`config.mk`:
```
export PLATFORM = sky130hd
export DESIGN_NAME = bitplane_streamer
export DESIGN_NICKNAME = d
export VERILOG_FILES = /design/src/rtl/sparse_pkg.sv /design/src/rtl/plane_prio_enc.sv /design/src/rtl/bitplane_streamer.sv
export SDC_FILE = /design/constraint.sdc
export NUM_CORES = 1
export LEC_CHECK = 0
export CAP_MARGIN = 10
export CORE_ASPECT_RATIO = 1.4
export CORE_UTILIZATION = 40
export CTS_CLUSTER_DIAMETER = 200
export DETAILED_ROUTE_END_ITERATION = 10
export PLACE_DENSITY_LB_ADDON = 0.12
export SYNTH_ARGS = -nofsm -noshare
export SYNTH_HDL_FRONTEND = slang
export SYNTH_SLANG_ARGS = --single-unit
```
`constraint.sdc`:
```
create_clock -name clk -period 2.65 [get_ports clk]
set_clock_uncertainty 0.1 [all_clocks]
set_input_delay 0.53 -clock clk [delete_from_list [all_inputs] [get_ports clk]]
set_output_delay 0.53 -clock clk [all_outputs]
set_load 0.01 [all_outputs]
```
`src/rtl/sparse_pkg.sv`:
```
// Shared types and default geometry for the bit-plane streamer.
package sparse_pkg;
  localparam int LANES = 16;
  localparam int BITS  = 8;
  localparam int IDX_W = $clog2(BITS);

  typedef logic [IDX_W-1:0] plane_idx_t;

  typedef enum logic {
    IDLE   = 1'b0,
    STREAM = 1'b1
  } state_t;
endpackage

```
`src/rtl/plane_prio_enc.sv`:
```
// Combinational priority encoder: highest set mask bit strictly below limit,
// plus whether any set bit remains below the one it selects.
module plane_prio_enc #(
  parameter int BITS = sparse_pkg::BITS
) (
  input  logic [BITS-1:0]         mask,
  input  logic [$clog2(BITS):0]   limit,
  output logic                    found,
  output sparse_pkg::plane_idx_t  idx,
  output logic                    more
);
  always_comb begin
    found = 1'b0;
    idx   = '0;
    more  = 1'b0;
    // Ascending scan: the last hit is the highest qualifying bit.
    for (int j = 0; j < BITS; j++) begin
      if (j < int'(limit) && mask[j]) begin
        found = 1'b1;
        idx   = sparse_pkg::plane_idx_t'(j);
      end
    end
    for (int j = 0; j < BITS; j++) begin
      if (found && j < int'(idx) && mask[j]) more = 1'b1;
    end
  end
endmodule

```
`src/rtl/bitplane_streamer.sv`:
```
// Captures a bit-plane matrix and streams its planes MSB-first over valid/ready.
// Optional zero-plane skipping is enabled by defining BITPLANE_ZERO_SKIP_EN.
module bitplane_streamer #(
  parameter int LANES = sparse_pkg::LANES,
  parameter int BITS  = sparse_pkg::BITS
) (
  input  logic                     clk,
  input  logic                     rst,
  input  logic                     in_valid,
  output logic                     in_ready,
  input  logic [LANES*BITS-1:0]    in_matrix,
  output logic                     out_valid,
  input  logic                     out_ready,
  output logic [LANES-1:0]         out_plane,
  output sparse_pkg::plane_idx_t   out_idx,
  output logic                     out_last,
  output sparse_pkg::state_t       fsm_state
);
  import sparse_pkg::*;

  // Handshakes: a transfer happens on a rising edge where valid and ready are
  // both 1; out_* stay constant while out_valid is high and out_ready is low.

  state_t                  state_q, state_d;
  logic [LANES*BITS-1:0]   cap_q;
  logic                    out_valid_q, out_last_q;
  logic [LANES-1:0]        out_plane_q;
  plane_idx_t              out_idx_q;

  logic                    capture, accept, final_accept;
  plane_idx_t              first_idx, next_idx;
  logic                    first_last, next_last;

  assign accept       = out_valid_q && out_ready;
  assign final_accept = accept && out_last_q;
  assign in_ready     = !rst && (state_q == IDLE || final_accept);
  assign capture      = in_valid && in_ready;

`ifdef BITPLANE_ZERO_SKIP_EN
  logic [BITS-1:0] in_mask, mask_q;
  logic            cap_found, cap_more, adv_found, adv_more;
  plane_idx_t      cap_idx, adv_idx;

  always_comb begin
    in_mask = '0;
    for (int j = 0; j < BITS; j++) begin
      in_mask[j] = |in_matrix[(BITS-1-j)*LANES +: LANES];
    end
  end

  plane_prio_enc #(.BITS(BITS)) u_cap_enc (
    .mask  (in_mask),
    .limit ((IDX_W+1)'(BITS)),
    .found (cap_found),
    .idx   (cap_idx),
    .more  (cap_more)
  );

  plane_prio_enc #(.BITS(BITS)) u_adv_enc (
    .mask  (mask_q),
    .limit ({1'b0, out_idx_q}),
    .found (adv_found),
    .idx   (adv_idx),
    .more  (adv_more)
  );

  // An all-zero matrix still yields one plane: index 0, data 0, last.
  always_comb begin
    first_idx  = cap_found ? cap_idx : '0;
    first_last = !cap_more;
    next_idx   = adv_found ? adv_idx : '0;
    next_last  = !adv_more;
  end

  always_ff @(posedge clk) begin
    if (rst) mask_q <= '0;
    else if (capture) mask_q <= in_mask;
  end
`else
  always_comb begin
    first_idx  = plane_idx_t'(BITS-1);
    first_last = (BITS == 1);
    next_idx   = out_idx_q - 1'b1;
    next_last  = (out_idx_q == plane_idx_t'(1));
  end
`endif

  always_ff @(posedge clk) begin
    if (rst) state_q <= IDLE;
    else     state_q <= state_d;
  end

  always_comb begin
    state_d = state_q;
    case (state_q)
      IDLE:    if (capture) state_d = STREAM;
      STREAM:  if (final_accept && !capture) state_d = IDLE;
      default: state_d = IDLE;
    endcase
  end

  always_ff @(posedge clk) begin
    if (rst) begin
      cap_q       <= '0;
      out_valid_q <= 1'b0;
      out_plane_q <= '0;
      out_idx_q   <= '0;
      out_last_q  <= 1'b0;
    end else if (capture) begin
      cap_q       <= in_matrix;
      out_valid_q <= 1'b1;
      out_idx_q   <= first_idx;
      out_last_q  <= first_last;
      out_plane_q <= in_matrix[(BITS-1-int'(first_idx))*LANES +: LANES];
    end else if (accept) begin
      if (out_last_q) begin
        out_valid_q <= 1'b0;
      end else begin
        out_idx_q   <= next_idx;
        out_last_q  <= next_last;
        out_plane_q <= cap_q[(BITS-1-int'(next_idx))*LANES +: LANES];
      end
    end
  end

  assign out_valid = out_valid_q;
  assign out_plane = out_plane_q;
  assign out_idx   = out_idx_q;
  assign out_last  = out_last_q;
  assign fsm_state = state_q;
endmodule
```
==> results of run 1 <==
==> power by group through the flow <==
stage	Combinational [mW]	Sequential (mW)	Clock, mW
floorplan	0.746	2.55	0
global placement	1.29	2.57	0
detailed placement	1.30	2.57	0
CTS	1.31	2.53	2.51
global route	1.39	2.55	2.61
finish	1.30	2.53	2.49
==> critical path, stage by stage <==
cell and delay [ns]:
clkdlybuf4s50_1 0.49, nand3_2 0.08, a21oi_1 0.15, clkdlybuf4s50_1 0.55
==> cells by family (layout without fill, tap and decap cells) <==
kind of cell	after synthesis	in the layout	share of synthesized area, %
simple gates	239	239	14.7
compound gates	203	203	20.9
flops	150	150	47.5
mux	64	64	11.4
buf+inv	63	208	4.58
xor+xnor	4	4	0.555
fa+ha+maj	2	2	0.396
==> registers in the layout (all words and copies together), names as in the netlist <==
signal / count
out_plane: 16
out_idx: 3
cap_q: 128
out_valid: 1
fsm_state: 1
out_last: 1
==> cell type report <==
cell class	count	area share, %
clock buffers	20	5.27
repair buffers	171	20.3
multi-input cells	512	35.0
flip-flops and latches	150	34.7
well taps	196	2.83
inverters	5	0.231
clock inverters	12	1.75
==> stage by stage <==
step	total power [mW]	hold WS [ns]	instances	util [%]
after global routing	6.55	0.373	1066	55.7
after detailed placement	3.87	0.349	1034	51.8
after CTS	6.34	0.356	1066	55.7
after global placement	3.85	0.343	1034	51.8
after floorplan	3.30	0.332	725	-
final	6.32	0.351	1066	55.7
==> per-layer routing <==
layer  wire length [um]  up-vias
met5                  0        -
met4                378        0
met3                769       24
met2               9220      145
met1               7640     2555
li1                   -     2771
==> worst paths after layout <==
check                                            endpoint  slack, ns
worst min register to register     cap_q[86]$_SDFFE_PP0P_       0.35
worst min-delay path               cap_q[86]$_SDFFE_PP0P_       0.35
worst max register to register  out_plane[8]$_SDFFE_PP0P_       0.38
worst max-delay path                             in_ready       0.21
==> synth_stat cells (2+ instances only) <==
cell / count
buf_4: 2
nand2_1: 229
buf_2: 24
xnor2_1: 3
buf_6: 2
inv_1: 4
nor2_1: 4
clkbuf_1: 30
ha_1: 2
o21ai_0: 115
o32ai_2: 10
a21oi_1: 3
dfxtp_1: 150
a22oi_1: 16
a22o_1: 16
o22ai_1: 32
o32ai_1: 6
mux2_2: 64
==> results.py, run 1 <==
metrics = {
    "run_status": {
        "outcome": "completed",
    },
    "floorplan": {
        "core_um2": 15500,
        "num_rows": 54,
        "boundaryPins": 155,
        "fp.dieW_um": 108,
        "die_h_um": 151,
        "start_util_pct": 40.6,
        "dieArea_um2": 16300,
    },
    "worst_setup_path": {
        "r2r_cells": 6,
        "startpoint": "out_ready",
        "worst_r2r_startpoint": "out_idx[0]$_SDFFE_PP0P_",
        "cp_max_fo": 2,
        "required_ns": 2.02,
        "end_kind": "output pin",
        "path_class": "input pin to output pin",
        "crit_arrival_ns": 1.81,
        "start_kind": "input pin",
    },
    "synth": {
        "synth_fp_nets": 859,
        "synth-seq-cells": 150,
        "ys_seq_area_share_pct": 47.5,
        "synth-async-reset-ratio_pct": 0,
        "synth_flop_cell": "dfxtp_1",
        "yosys-top-cells-area": "dfxtp_1, nand2_1, mux2_2",
        "synth_cell_types": 31,
        "syn_area_um2": 6320,
        "yosysTopAreaCell": "dfxtp_1",
        "ys.warnings.count": 0,
        "syn_avg_cell_area_um2": 8.71,
        "synth_edf_count": 0,
        "netlist_instances": 725,
        "synth_top_area_share_pct": 47.5,
    },
    "layout": {
        "final_common_cell": "nand2_1",
        "final_cell_mix": "nand2_1, clkdlybuf4s50_1, dfxtp_1",
        "n_antenna_cell": 0,
        "seq_area_um2": 3000,
        "syn2layout_area_growth_pct": 37.1,
        "final_nets": 991,
        "final.fill_count": 1471,
        "multi_input_area_um2": 3030,
        "drive_above_1_share_pct": 14.7,
        "fin_area_um2": 8660,
    },
    "timing": {
        "rsz0062_at_grt": "false",
        "hold_violations": 0,
        "min_period_ns": 2.44,
        "finalWorstSetupSlack_ns": 0.210,
        "fin_crit_sh_pct": 92.1,
        "worstMarginPinSlew_ns": 0.720,
        "max_freq_mhz": 410,
        "setup-tns-final_ns": 0,
        "relSlewSlack_pct": 52.0,
        "slew_viol_final": 0,
        "finalSetupViolations": 0,
    },
    "global_route": {
        "grt_pass1_vias": 5386,
        "grt_overflow": 0,
        "grt_max_degree": 99,
        "grt_first_pass_wirelength_um": 27600,
        "gr-usage-met2_pct": 40.5,
        "grt_use_total_pct": 22.7,
        "gr-max-usage-layer": "met2",
        "met1_usage_pct": 26.3,
        "antenna_found_initial": 0,
        "met3_usage_pct": 4.37,
    },
    "routing": {
        "drt_first_pass_iters": 8,
        "ant_nets": 0,
        "drt-wirelength-per-cell_um": 16.9,
        "via_per_inst": 5.15,
        "routed_wl_um": 18000,
        "drtIter0Drc": 282,
        "vias": 5495,
        "drc": 0,
    },
    "clocking": {
        "clk_latency_ns": 0.43,
        "cts_buffer_depth": 2,
        "clock_sinks": 150,
        "cts_tree": "built",
        "h-tree-depth": 4,
        "cts-root-buf": "clkbuf_16",
        "postCtsSetupBuffers": 0,
        "cts_resized": 0,
        "ctsHoldBuffers": 0,
        "clkTransAtPathRegs_ns": 0.06,
        "numCtsBuffers": 17,
    },
    "flow_run": {
        "drv_cap": 0,
    },
    "pwr": {
        "p_comb_share_pct": 20.6,
        "peakVddDrop_uv": 446,
        "cellPowerDensity_nw_per_um2": 729,
        "swShare_pct": 27.1,
        "intPower_mw": 4.60,
        "seqPwrFrac_pct": 40.0,
        "power_frac_clock_pct": 39.4,
        "power.switching_mw": 1.71,
        "leakage_nw": 3.20,
    },
    "placement": {
        "dp_slack_ns": 0.195,
        "port_buffers": 154,
        "dp_hpwl_um": 12900,
        "dpl-instance-area_um2": 8050,
        "gp_congestion": 0.795,
    },
    "worst_hold_path": {
        "holdCritStartpoint": "cap_q[86]$_SDFFE_PP0P_",
        "min_path_type": "register to register",
        "hold_path_depth": 2,
    },
}
Note: power is estimated with default switching activity, not from simulation.
==> inputs of run 2 (changes only) <==
--- a/config.mk
+++ b/config.mk
@@ -10,6 +10,7 @@
 export CORE_UTILIZATION = 40
 export CTS_CLUSTER_DIAMETER = 200
 export DETAILED_ROUTE_END_ITERATION = 10
+export MAX_ROUTING_LAYER = met4
 export PLACE_DENSITY_LB_ADDON = 0.12
 export SYNTH_ARGS = -nofsm -noshare
 export SYNTH_HDL_FRONTEND = slang
==> results.py, run 2 (same netlist as run 1, synthesis figures left out) <==
metrics = {
    "floorplan": {
        "die_h_um": 151,
        "core_um2": 15500,
        "dieArea_um2": 16300,
        "num_rows": 54,
        "start_util_pct": 40.6,
        "fp.dieW_um": 108,
        "boundaryPins": 155,
    },
    "layout": {
        "final_nets": 991,
        "drive_above_1_share_pct": 14.7,
        "seq_area_um2": 3000,
        "largest-register": "cap_q",
        "largest_reg_flops": 128,
        "multi_input_area_um2": 3030,
        "syn2layout_area_growth_pct": 37.1,
        "final_common_cell": "nand2_1",
        "final_cell_mix": "nand2_1, clkdlybuf4s50_1, dfxtp_1",
        "final.fill_count": 1471,
        "n_antenna_cell": 0,
    },
    "routing": {
        "vias": 5506,
        "drc": 0,
        "ant_nets": 0,
        "drt-wirelength-per-cell_um": 16.9,
        "via_per_inst": 5.17,
        "drt_first_pass_iters": 6,
        "drtIter0Drc": 333,
        "routed_wl_um": 18000,
    },
    "timing": {
        "worstMarginPinSlew_ns": 0.719,
        "setup-tns-final_ns": 0,
        "slew_viol_final": 0,
        "fin_crit_sh_pct": 92.1,
        "rsz0062_at_grt": "false",
        "relSlewSlack_pct": 52.1,
        "hold_violations": 0,
        "finalSetupViolations": 0,
        "min_period_ns": 2.44,
        "max_freq_mhz": 410,
        "finalWorstSetupSlack_ns": 0.210,
    },
    "global_route": {
        "grt_use_total_pct": 23.4,
        "grt_pass1_vias": 5381,
        "grt_overflow": 0,
        "grt_max_degree": 99,
        "grt_first_pass_wirelength_um": 27600,
        "antenna_found_initial": 0,
    },
    "flow_run": {
        "drv_cap": 0,
    },
    "clocking": {
        "h-tree-depth": 4,
        "postCtsSetupBuffers": 0,
        "clk_latency_ns": 0.43,
        "cts_buffer_depth": 2,
        "ctsHoldBuffers": 0,
        "clkTransAtPathRegs_ns": 0.06,
        "cts_resized": 0,
        "numCtsBuffers": 17,
        "clock_sinks": 150,
        "cts-root-buf": "clkbuf_16",
        "cts_tree": "built",
    },
    "worst_setup_path": {
        "required_ns": 2.02,
        "r2r_cells": 6,
        "path_class": "input pin to output pin",
        "start_kind": "input pin",
        "cp_max_fo": 2,
        "crit_arrival_ns": 1.81,
        "end_kind": "output pin",
    },
    "run_status": {
        "outcome": "completed",
    },
    "pwr": {
        "power_mw": 6.31,
        "cellPowerDensity_nw_per_um2": 729,
        "peakVddDrop_uv": 446,
        "leakage_nw": 3.20,
    },
    "placement": {
        "gp_congestion": 0.806,
        "port_buffers": 154,
        "dp_hpwl_um": 12900,
        "dp_slack_ns": 0.195,
    },
    "worst_hold_path": {
        "hold_path_depth": 2,
        "min_path_type": "register to register",
    },
}
[run 2: report_power, final]
| part | switching [mW] | internal (mW) | leakage [nW] |
|---|---|---|---|
| Combinational | 0.649 | 0.651 | 1.69 |
| Sequential | 0.100 | 2.43 | 1.23 |
| Clock | 0.959 | 1.53 | 0.284 |
| Total | 1.71 | 4.60 | 3.20 |
[run 2: per-layer routing]
metal | wire length (um) | track usage, % | vias to the layer above | part of all wire, %
li1 | - | - | 2774 | -
met1 | 7620 | 26.7 | 2573 | 42
met2 | 9270 | 40.3 | 133 | 52
met3 | 708 | 4.07 | 26 | 3.9
met4 | 373 | 9.18 | 0 | 2.1
met5 | 0 | - | - | 0
[run 2: worst max-delay path, cell delays in order]
cell	delay (ns)
clkdlybuf4s50_1	0.49
nand3_2	0.08
a21oi_1	0.15
clkdlybuf4s50_1	0.55
[run 2: area by class of cell]
class,instances,area share (%)
Clock buffer,20,5.27
Clock inverter,12,1.75
Inverter,5,0.231
Multi-Input combinational cell,512,35.0
Sequential cell,150,34.7
Tap cell,196,2.83
Timing Repair Buffer,171,20.3
[run 2: path summary, 6_finish.rpt]
kind	startpoint	end	slack, ns
worst max-delay path	out_ready	in_ready	0.21
worst max register to register	out_idx[0]$_SDFFE_PP0P_	out_plane[8]$_SDFFE_PP0P_	0.38
worst min register to register	cap_q[86]$_SDFFE_PP0P_	cap_q[86]$_SDFFE_PP0P_	0.35
worst min-delay path	cap_q[86]$_SDFFE_PP0P_	cap_q[86]$_SDFFE_PP0P_	0.35
[run 2: through the flow]
step,hold WS [ns],instance area (um2),utilization [%],instances
6_report,0.352,8660,55.7,1066
5_1_grt,0.373,8660,55.7,1066
2_1_floorplan,0.332,6320,-,725
4_1_cts,0.356,8660,55.7,1066
3_3_place_gp,0.343,8050,51.8,1034
3_5_place_dp,0.349,8050,51.8,1034
